`config.mk`:
```
export PLATFORM = sky130hd
export DESIGN_NAME = pipeline_hazard_ctrl_flat
export DESIGN_NICKNAME = d
export VERILOG_FILES = /design/src/rtl/pipeline_hazard_ctrl_pkg.sv /design/src/rtl/pipeline_hazard_ctrl_if.sv /design/src/rtl/pipeline_hazard_ctrl_mem_access_fsm.sv /design/src/rtl/pipeline_hazard_ctrl.sv /design/src/flat_wrapper.sv
export SDC_FILE = /design/constraint.sdc
export NUM_CORES = 1
export LEC_CHECK = 0
export CAP_MARGIN = 25
export CORE_MARGIN = 2
export CORE_UTILIZATION = 50
export CTS_BUF_LIST = sky130_fd_sc_hd__clkbuf_16
export DETAILED_ROUTE_END_ITERATION = 16
export PLACE_DENSITY = 0.78
export SLEW_MARGIN = 20
export SYNTH_ARGS = -nofsm -noshare
export SYNTH_HDL_FRONTEND = slang
export SYNTH_SLANG_ARGS = --single-unit
```
`constraint.sdc`:
```
create_clock -name clk_i -period 2.15 [get_ports clk_i]
set_input_delay 0.3225 -clock clk_i [delete_from_list [all_inputs] [get_ports clk_i]]
set_output_delay 0.3225 -clock clk_i [all_outputs]
set_load 0.03 [all_outputs]
```
`src/rtl/pipeline_hazard_ctrl_pkg.sv`:
```
// Shared types and constants for the pipeline stall/flush sequencer.
// Holds the memory FSM encoding, the control bundle and the load-use helper.
package pipeline_hazard_ctrl_pkg;

    localparam int unsigned REG_W   = 5;
    localparam int unsigned STATE_W = 2;

    typedef enum logic [STATE_W-1:0] {
        M_IDLE = 2'd0,
        M_WAIT = 2'd1,
        M_DONE = 2'd2
    } mem_state_e;

    typedef struct packed {
        logic pc_write;
        logic ifid_stall;
        logic ifid_flush;
        logic idex_flush;
        logic mem_stall;
        logic memwb_bubble;
    } hz_ctrl_t;

    // Free-running pipeline: PC advances, nothing is held, flushed or bubbled.
    localparam hz_ctrl_t HZ_IDLE = '{
        pc_write:     1'b1,
        ifid_stall:   1'b0,
        ifid_flush:   1'b0,
        idex_flush:   1'b0,
        mem_stall:    1'b0,
        memwb_bubble: 1'b0
    };

    function automatic logic load_use(
        input logic             memread,
        input logic [REG_W-1:0] rd,
        input logic [REG_W-1:0] rs1,
        input logic [REG_W-1:0] rs2
    );
        return memread && (rd != '0) && ((rd == rs1) || (rd == rs2));
    endfunction

endpackage

```
`src/rtl/pipeline_hazard_ctrl_if.sv`:
```
// Request/acknowledge handshake between the hazard controller and the data cache.
interface pipeline_hazard_ctrl_if;

    logic mem_req_o;
    logic mem_ack_i;

    modport master (output mem_req_o, input  mem_ack_i);
    modport slave  (input  mem_req_o, output mem_ack_i);

endinterface

```
`src/rtl/pipeline_hazard_ctrl_mem_access_fsm.sv`:
```
// Data-memory access sequencer: one request per EX/MEM memory instruction,
// a wait-cycle watchdog with sticky error, and the combinational memory stall.
module pipeline_hazard_ctrl_mem_access_fsm
    import pipeline_hazard_ctrl_pkg::*;
#(
    parameter int unsigned TIMEOUT = 1024
) (
    input  logic clk_i,
    input  logic rst_i,
    input  logic start_i,
    input  logic memop_i,
    input  logic mem_ack_i,
    output logic mem_req_o,
    output logic mem_stall_o,
    output logic err_o
);

    localparam int unsigned WAIT_W = $clog2(TIMEOUT + 1);

    mem_state_e        state_q, state_d;
    logic              req_q, req_d;
    logic              err_q, err_d;
    logic [WAIT_W-1:0] wait_q, wait_d;

    always_ff @(posedge clk_i) begin
        if (rst_i) begin
            state_q <= M_IDLE;
            req_q   <= 1'b0;
            err_q   <= 1'b0;
            wait_q  <= '0;
        end else begin
            state_q <= state_d;
            req_q   <= req_d;
            err_q   <= err_d;
            wait_q  <= wait_d;
        end
    end

    // Ack is only looked at in M_WAIT; the watchdog saturates at TIMEOUT.
    always_comb begin
        state_d = state_q;
        req_d   = req_q;
        err_d   = err_q;
        wait_d  = wait_q;
        unique case (state_q)
            M_IDLE: begin
                if (start_i && memop_i) begin
                    state_d = M_WAIT;
                    req_d   = 1'b1;
                    wait_d  = '0;
                end
            end
            M_WAIT: begin
                if (mem_ack_i) begin
                    state_d = M_DONE;
                    req_d   = 1'b0;
                end else if (wait_q != WAIT_W'(TIMEOUT)) begin
                    wait_d = wait_q + WAIT_W'(1);
                    if (wait_d == WAIT_W'(TIMEOUT)) begin
                        err_d = 1'b1;
                    end
                end
            end
            M_DONE: begin
                state_d = M_IDLE;
            end
            default: begin
                state_d = M_IDLE;
                req_d   = 1'b0;
            end
        endcase
    end

    assign mem_req_o   = req_q;
    assign err_o       = err_q;
    assign mem_stall_o = !rst_i &&
                         (((state_q == M_IDLE) && start_i && memop_i) || (state_q == M_WAIT));

endmodule

```
`src/rtl/pipeline_hazard_ctrl.sv`:
```
// Central stall/flush sequencer for the 5-stage pipeline: memory stalls,
// load-use bubbles and taken-branch flushes, plus a memory-stall cycle counter.
module pipeline_hazard_ctrl
    import pipeline_hazard_ctrl_pkg::*;
#(
    parameter int unsigned CNT_W   = 32,
    parameter int unsigned TIMEOUT = 1024
) (
    input  logic                  clk_i,
    input  logic                  rst_i,
    input  logic                  start_i,
    input  logic                  idex_memread_i,
    input  logic [REG_W-1:0]      idex_rd_i,
    input  logic [REG_W-1:0]      ifid_rs1_i,
    input  logic [REG_W-1:0]      ifid_rs2_i,
    input  logic                  branch_taken_i,
    input  logic                  exmem_memread_i,
    input  logic                  exmem_memwrite_i,
    pipeline_hazard_ctrl_if.master mem_if,
    output logic                  mem_stall_o,
    output logic                  memwb_bubble_o,
    output logic                  pc_write_o,
    output logic                  ifid_stall_o,
    output logic                  ifid_flush_o,
    output logic                  idex_flush_o,
    output logic [CNT_W-1:0]      stall_cnt_o,
    output logic                  err_o
);

    logic             memop;
    logic             mem_stall;
    logic             mem_req;
    logic             lu;
    hz_ctrl_t         ctrl;
    logic [CNT_W-1:0] stall_cnt_q;

    assign memop = exmem_memread_i | exmem_memwrite_i;
    assign lu    = load_use(idex_memread_i, idex_rd_i, ifid_rs1_i, ifid_rs2_i);

    pipeline_hazard_ctrl_mem_access_fsm #(
        .TIMEOUT (TIMEOUT)
    ) u_mem_access_fsm (
        .clk_i       (clk_i),
        .rst_i       (rst_i),
        .start_i     (start_i),
        .memop_i     (memop),
        .mem_ack_i   (mem_if.mem_ack_i),
        .mem_req_o   (mem_req),
        .mem_stall_o (mem_stall),
        .err_o       (err_o)
    );

    assign mem_if.mem_req_o = mem_req;

    // Memory stall dominates load-use, which dominates a taken branch.
    always_comb begin
        ctrl = HZ_IDLE;
        if (!rst_i) begin
            if (mem_stall) begin
                ctrl.pc_write     = 1'b0;
                ctrl.ifid_stall   = 1'b1;
                ctrl.mem_stall    = 1'b1;
                ctrl.memwb_bubble = 1'b1;
            end else if (lu) begin
                ctrl.pc_write   = 1'b0;
                ctrl.ifid_stall = 1'b1;
                ctrl.idex_flush = 1'b1;
            end else if (branch_taken_i) begin
                ctrl.ifid_flush = 1'b1;
            end
        end
    end

    always_ff @(posedge clk_i) begin
        if (rst_i) begin
            stall_cnt_q <= '0;
        end else if (ctrl.mem_stall) begin
            stall_cnt_q <= stall_cnt_q + CNT_W'(1);
        end
    end

    assign mem_stall_o    = ctrl.mem_stall;
    assign memwb_bubble_o = ctrl.memwb_bubble;
    assign pc_write_o     = ctrl.pc_write;
    assign ifid_stall_o   = ctrl.ifid_stall;
    assign ifid_flush_o   = ctrl.ifid_flush;
    assign idex_flush_o   = ctrl.idex_flush;
    assign stall_cnt_o    = stall_cnt_q;

endmodule
```
`src/flat_wrapper.sv`:
```
// flat-port wrapper written by rule: the top's interface ports become plain ports
module pipeline_hazard_ctrl_flat import pipeline_hazard_ctrl_pkg::*;
#(
    parameter int unsigned CNT_W   = 32,
    parameter int unsigned TIMEOUT = 1024
)
  (clk_i, rst_i, start_i, idex_memread_i, idex_rd_i, ifid_rs1_i, ifid_rs2_i, branch_taken_i, exmem_memread_i, exmem_memwrite_i, mem_stall_o, memwb_bubble_o, pc_write_o, ifid_stall_o, ifid_flush_o, idex_flush_o, stall_cnt_o, err_o, mem_if_mem_req_o, mem_if_mem_ack_i);
  pipeline_hazard_ctrl_if mem_if_i ();
  input  logic clk_i;
  input  logic rst_i;
  input  logic start_i;
  input  logic idex_memread_i;
  input  logic [REG_W-1:0] idex_rd_i;
  input  logic [REG_W-1:0] ifid_rs1_i;
  input  logic [REG_W-1:0] ifid_rs2_i;
  input  logic branch_taken_i;
  input  logic exmem_memread_i;
  input  logic exmem_memwrite_i;
  output logic mem_stall_o;
  output logic memwb_bubble_o;
  output logic pc_write_o;
  output logic ifid_stall_o;
  output logic ifid_flush_o;
  output logic idex_flush_o;
  output logic [CNT_W-1:0] stall_cnt_o;
  output logic err_o;
  output wire logic [$bits(mem_if_i.mem_req_o)-1:0] mem_if_mem_req_o;
  input wire logic [$bits(mem_if_i.mem_ack_i)-1:0] mem_if_mem_ack_i;
  assign mem_if_mem_req_o = mem_if_i.mem_req_o;
  assign mem_if_i.mem_ack_i = mem_if_mem_ack_i;
  pipeline_hazard_ctrl #(.CNT_W(CNT_W), .TIMEOUT(TIMEOUT)) u_core (.clk_i(clk_i), .rst_i(rst_i), .start_i(start_i), .idex_memread_i(idex_memread_i), .idex_rd_i(idex_rd_i), .ifid_rs1_i(ifid_rs1_i), .ifid_rs2_i(ifid_rs2_i), .branch_taken_i(branch_taken_i), .exmem_memread_i(exmem_memread_i), .exmem_memwrite_i(exmem_memwrite_i), .mem_if(mem_if_i), .mem_stall_o(mem_stall_o), .memwb_bubble_o(memwb_bubble_o), .pc_write_o(pc_write_o), .ifid_stall_o(ifid_stall_o), .ifid_flush_o(ifid_flush_o), .idex_flush_o(idex_flush_o), .stall_cnt_o(stall_cnt_o), .err_o(err_o));
endmodule
```
==> results.cfg <==
[route]
drtPass1Iterations = 4
num_vias = 2550
ant_nets = 0
via_per_inst = 5.64
drc = 0
wl_um = 7070
drt_iter0_drc = 121
wl_per_cell_um = 15.6

[synth]
synth-seq-area-share_pct = 35.3
avgSynthCellArea_um2 = 8.50
synth_nets = 341
ys_ff_latch = 47
yosysWarnings = 0
synthArstFlopShare_pct = 0
postSynthCellCount = 314
synthFlopType = dfxtp_1
synth_cell_types = 55
syn_area_mm2 = 0.00267
synth_edf_count = 0

[finish]
fill_cells = 452
drive_above_1_share_pct = 14.7
utilization_pct = 69.5
fin_nets = 408
synthToLayoutAreaGrowth_pct = 33.9
diodes = 0

[die]
die_w_um = 77.1
ios = 63
die_area_mm2 = 0.00594
start_util_pct = 51.9
std_cell_rows = 26
die_h_um = 77.1
coreArea_mm2 = 0.00514

[setup_path]
cp_cell_sequence = clkdlybuf4s15_1 -> or4_4 -> o221ai_2 -> buf_4 -> a21o_1 -> buf_6
cp_slowest_stage_delay_ns = 0.58
path_depth = 6
crit_start = idex_rd_i[0]
worstPathRequired_ns = 1.83
cp-end-kind = output pin
r2r_cells = 8
crit_fanout = 3
cp_top_family = simple AND/OR/NAND/NOR gates
r2r_end = u_core.u_mem_access_fsm.wait_q[3]$_SDFFE_PP0P_
cp-start-kind = primary input
r2r-start = u_core.u_mem_access_fsm.wait_q[0]$_SDFFE_PP0P_
cp_num_buf_inv = 3
crit_type = in2out
reg2reg_slack_ns = 0.22
cp.arrival_ns = 1.75
crit_slowest_cell = or4_4
worstSetupEndpoint = pc_write_o

[timing]
slew_headroom_pct = 65.4
max_slew.worst_pin.slew_ns = 0.518
drv_slew = 0
hold_violations = 0
fmax_mhz = 483
fin_crit_sh_pct = 96.3
rsz0062_at_grt = false
finalSetupViolCount = 0
period_minus_slack_ns = 2.07
skew_ns = 0.00576

[power]
leakagePower_uw = 0.00131
vdd_ir_drop_max_mv = 0.342
power.density_mw_per_mm2 = 538
power_uw = 1920

[grt]
grt_pass1_wl_um = 11800
grt_overflow = 0
grtUsageTotal_pct = 24.4
first_global_vias = 2455
grt_max_degree = 27
antenna_found_initial = 0

[clock_tree]
clkTransAtPathRegs_ns = 0.07
cts_buffer_depth = 2
htree_levels = 2
cts_tree = done
cts_root_buf = clkbuf_16
cts_made_buffers = 5
clock_latency_ns = 0.29
clock_sinks = 47

[placed_design]
io_buffers = 62
dp_hpwl_um = 4970
routabilityCongestion = 0.805

[hold_path]
hold_path.class = reg2reg

[run_status]
status = completed

[flow_run]
max_cap_violations = 0
sequential cells by signal, indices dropped and copies added (netlist names):
signal	cells
u_core.u_mem_access_fsm.err_o	1
u_core.u_mem_access_fsm.mem_req_o	1
u_core.u_mem_access_fsm.wait_q	11
u_core.u_mem_access_fsm.state_q	2
u_core.stall_cnt_o	32
Yosys cell counts, types with 2 or more instances:
| library cell | count | area share (%) |
|---|---|---|
| a41oi_1 | 2 | 0.66 |
| clkbuf_1 | 9 | 1.3 |
| buf_2 | 5 | 0.94 |
| nand2b_1 | 3 | 0.70 |
| o211ai_1 | 3 | 0.84 |
| dfxtp_1 | 47 | 35 |
| ha_1 | 4 | 1.9 |
| o22ai_1 | 2 | 0.47 |
| and2_1 | 4 | 0.94 |
| nand4_1 | 10 | 2.3 |
| and3_1 | 8 | 1.9 |
| nand3_1 | 14 | 2.6 |
| or3_1 | 7 | 1.6 |
| xor2_1 | 13 | 4.3 |
| nor4_1 | 12 | 2.8 |
| nor3_1 | 8 | 1.5 |
| a21oi_1 | 15 | 2.8 |
| mux2i_1 | 2 | 0.75 |
| inv_1 | 9 | 1.3 |
| a31oi_1 | 3 | 0.70 |
| nand2_1 | 22 | 3.1 |
| buf_4 | 2 | 0.56 |
| o211a_1 | 3 | 1.1 |
| a311oi_2 | 3 | 1.7 |
| buf_6 | 2 | 0.84 |
| xnor2_1 | 25 | 8.2 |
| a22oi_1 | 2 | 0.56 |
| a311oi_1 | 2 | 0.66 |
| and4_1 | 7 | 2.3 |
| nor3_2 | 3 | 1.1 |
| mux2_2 | 2 | 0.84 |
| nor2_1 | 32 | 4.5 |
| o21ai_0 | 7 | 1.3 |
what timing repair did:
item	CTS	global route
resized for setup	8	11
endpoints found under the setup margin	4	3
gates cloned	0	0
setup buffers	0	0
hold buffers	0	0
pin swaps	3	10
kinds of logic after synthesis:
family          share of synthesized area (%)
fa+ha+maj                                1.88
mux                                      1.59
flops                                    35.3
compound gates                           13.4
xor+xnor                                 12.5
simple gates                             30.2
buf+inv                                  5.20
area by class of cell:
type,count,area [um2],area share (%)
multi-input cells,238,1620,45.3
repair buffers,80,749,21.0
flip-flops and latches,47,941,26.3
inverters,9,33.8,0.945
clock inverters,3,20.0,0.560
well taps,70,87.6,2.45
clock buffers,5,125,3.50
metal layers:
metal | global-route usage, % | wire, um | up-vias
met5 | 0 | 0 | -
met4 | 7.68 | 97 | 0
met3 | 5.06 | 303 | 10
met2 | 43.3 | 3610 | 55
met1 | 29.5 | 3060 | 1221
li1 | - | - | 1264
how the worst min path moves through the flow:
stage / from / to / slack (ns) / depth (start not counted)
3_5_place_dp: u_core.u_mem_access_fsm.err_o$_SDFFE_PP0P_ / u_core.u_mem_access_fsm.err_o$_SDFFE_PP0P_ / 0.47 / 1
6_report: u_core.u_mem_access_fsm.err_o$_SDFFE_PP0P_ / u_core.u_mem_access_fsm.err_o$_SDFFE_PP0P_ / 0.49 / 1
4_1_cts: u_core.u_mem_access_fsm.err_o$_SDFFE_PP0P_ / u_core.u_mem_access_fsm.err_o$_SDFFE_PP0P_ / 0.49 / 1
5_1_grt: u_core.u_mem_access_fsm.err_o$_SDFFE_PP0P_ / u_core.u_mem_access_fsm.err_o$_SDFFE_PP0P_ / 0.53 / 1
2_1_floorplan: mem_if_mem_ack_i / u_core.u_mem_access_fsm.state_q[1]$_SDFFE_PP0P_ / 0.48 / 1
3_3_place_gp: u_core.u_mem_access_fsm.err_o$_SDFFE_PP0P_ / u_core.u_mem_access_fsm.err_o$_SDFFE_PP0P_ / 0.46 / 1
report_power, final:
part	internal, uW	switching (uW)
combinational	108	139
sequential	881	13.2
clock	429	354
placed cells by master, fill, tap and decap left out, drive strengths merged, types with 9 or more instances in the layout:
cell / Yosys / routed
and3: 9 / 9
nor3: 11 / 11
inv: 9 / 9
xor2: 13 / 13
nor4: 14 / 14
dfxtp: 47 / 47
nand3: 14 / 14
nor2: 32 / 32
clkdlybuf4s50: 0 / 44
buf: 10 / 25
xnor2: 25 / 25
nand4: 11 / 11
a21oi: 16 / 16
nand2: 22 / 22
metrics by stage:
step	setup TNS, ns	setup slack, ns	cell area (um2)	hold WS (ns)	instances
floorplan	0	0.174	2670	0.475	314
global placement	-0.463	-0.137	3390	0.463	444
detailed placement	-0.583	-0.165	3390	0.470	444
CTS	0	0.0328	3540	0.485	452
global route	0	0.00314	3570	0.527	452
finish	0	0.0802	3570	0.487	452
worst register-to-register path, stage by stage, from the launching register on:
cell and delay (ns):
dfxtp_1 0.45, inv_1 0.09, ha_1 0.21, nand2b_1 0.12, nor4_4 0.07, nor3_2 0.27
buf_4 0.22, a41oi_1 0.13, a311oi_1 0.27
Note: power is estimated with default switching activity, not from simulation.
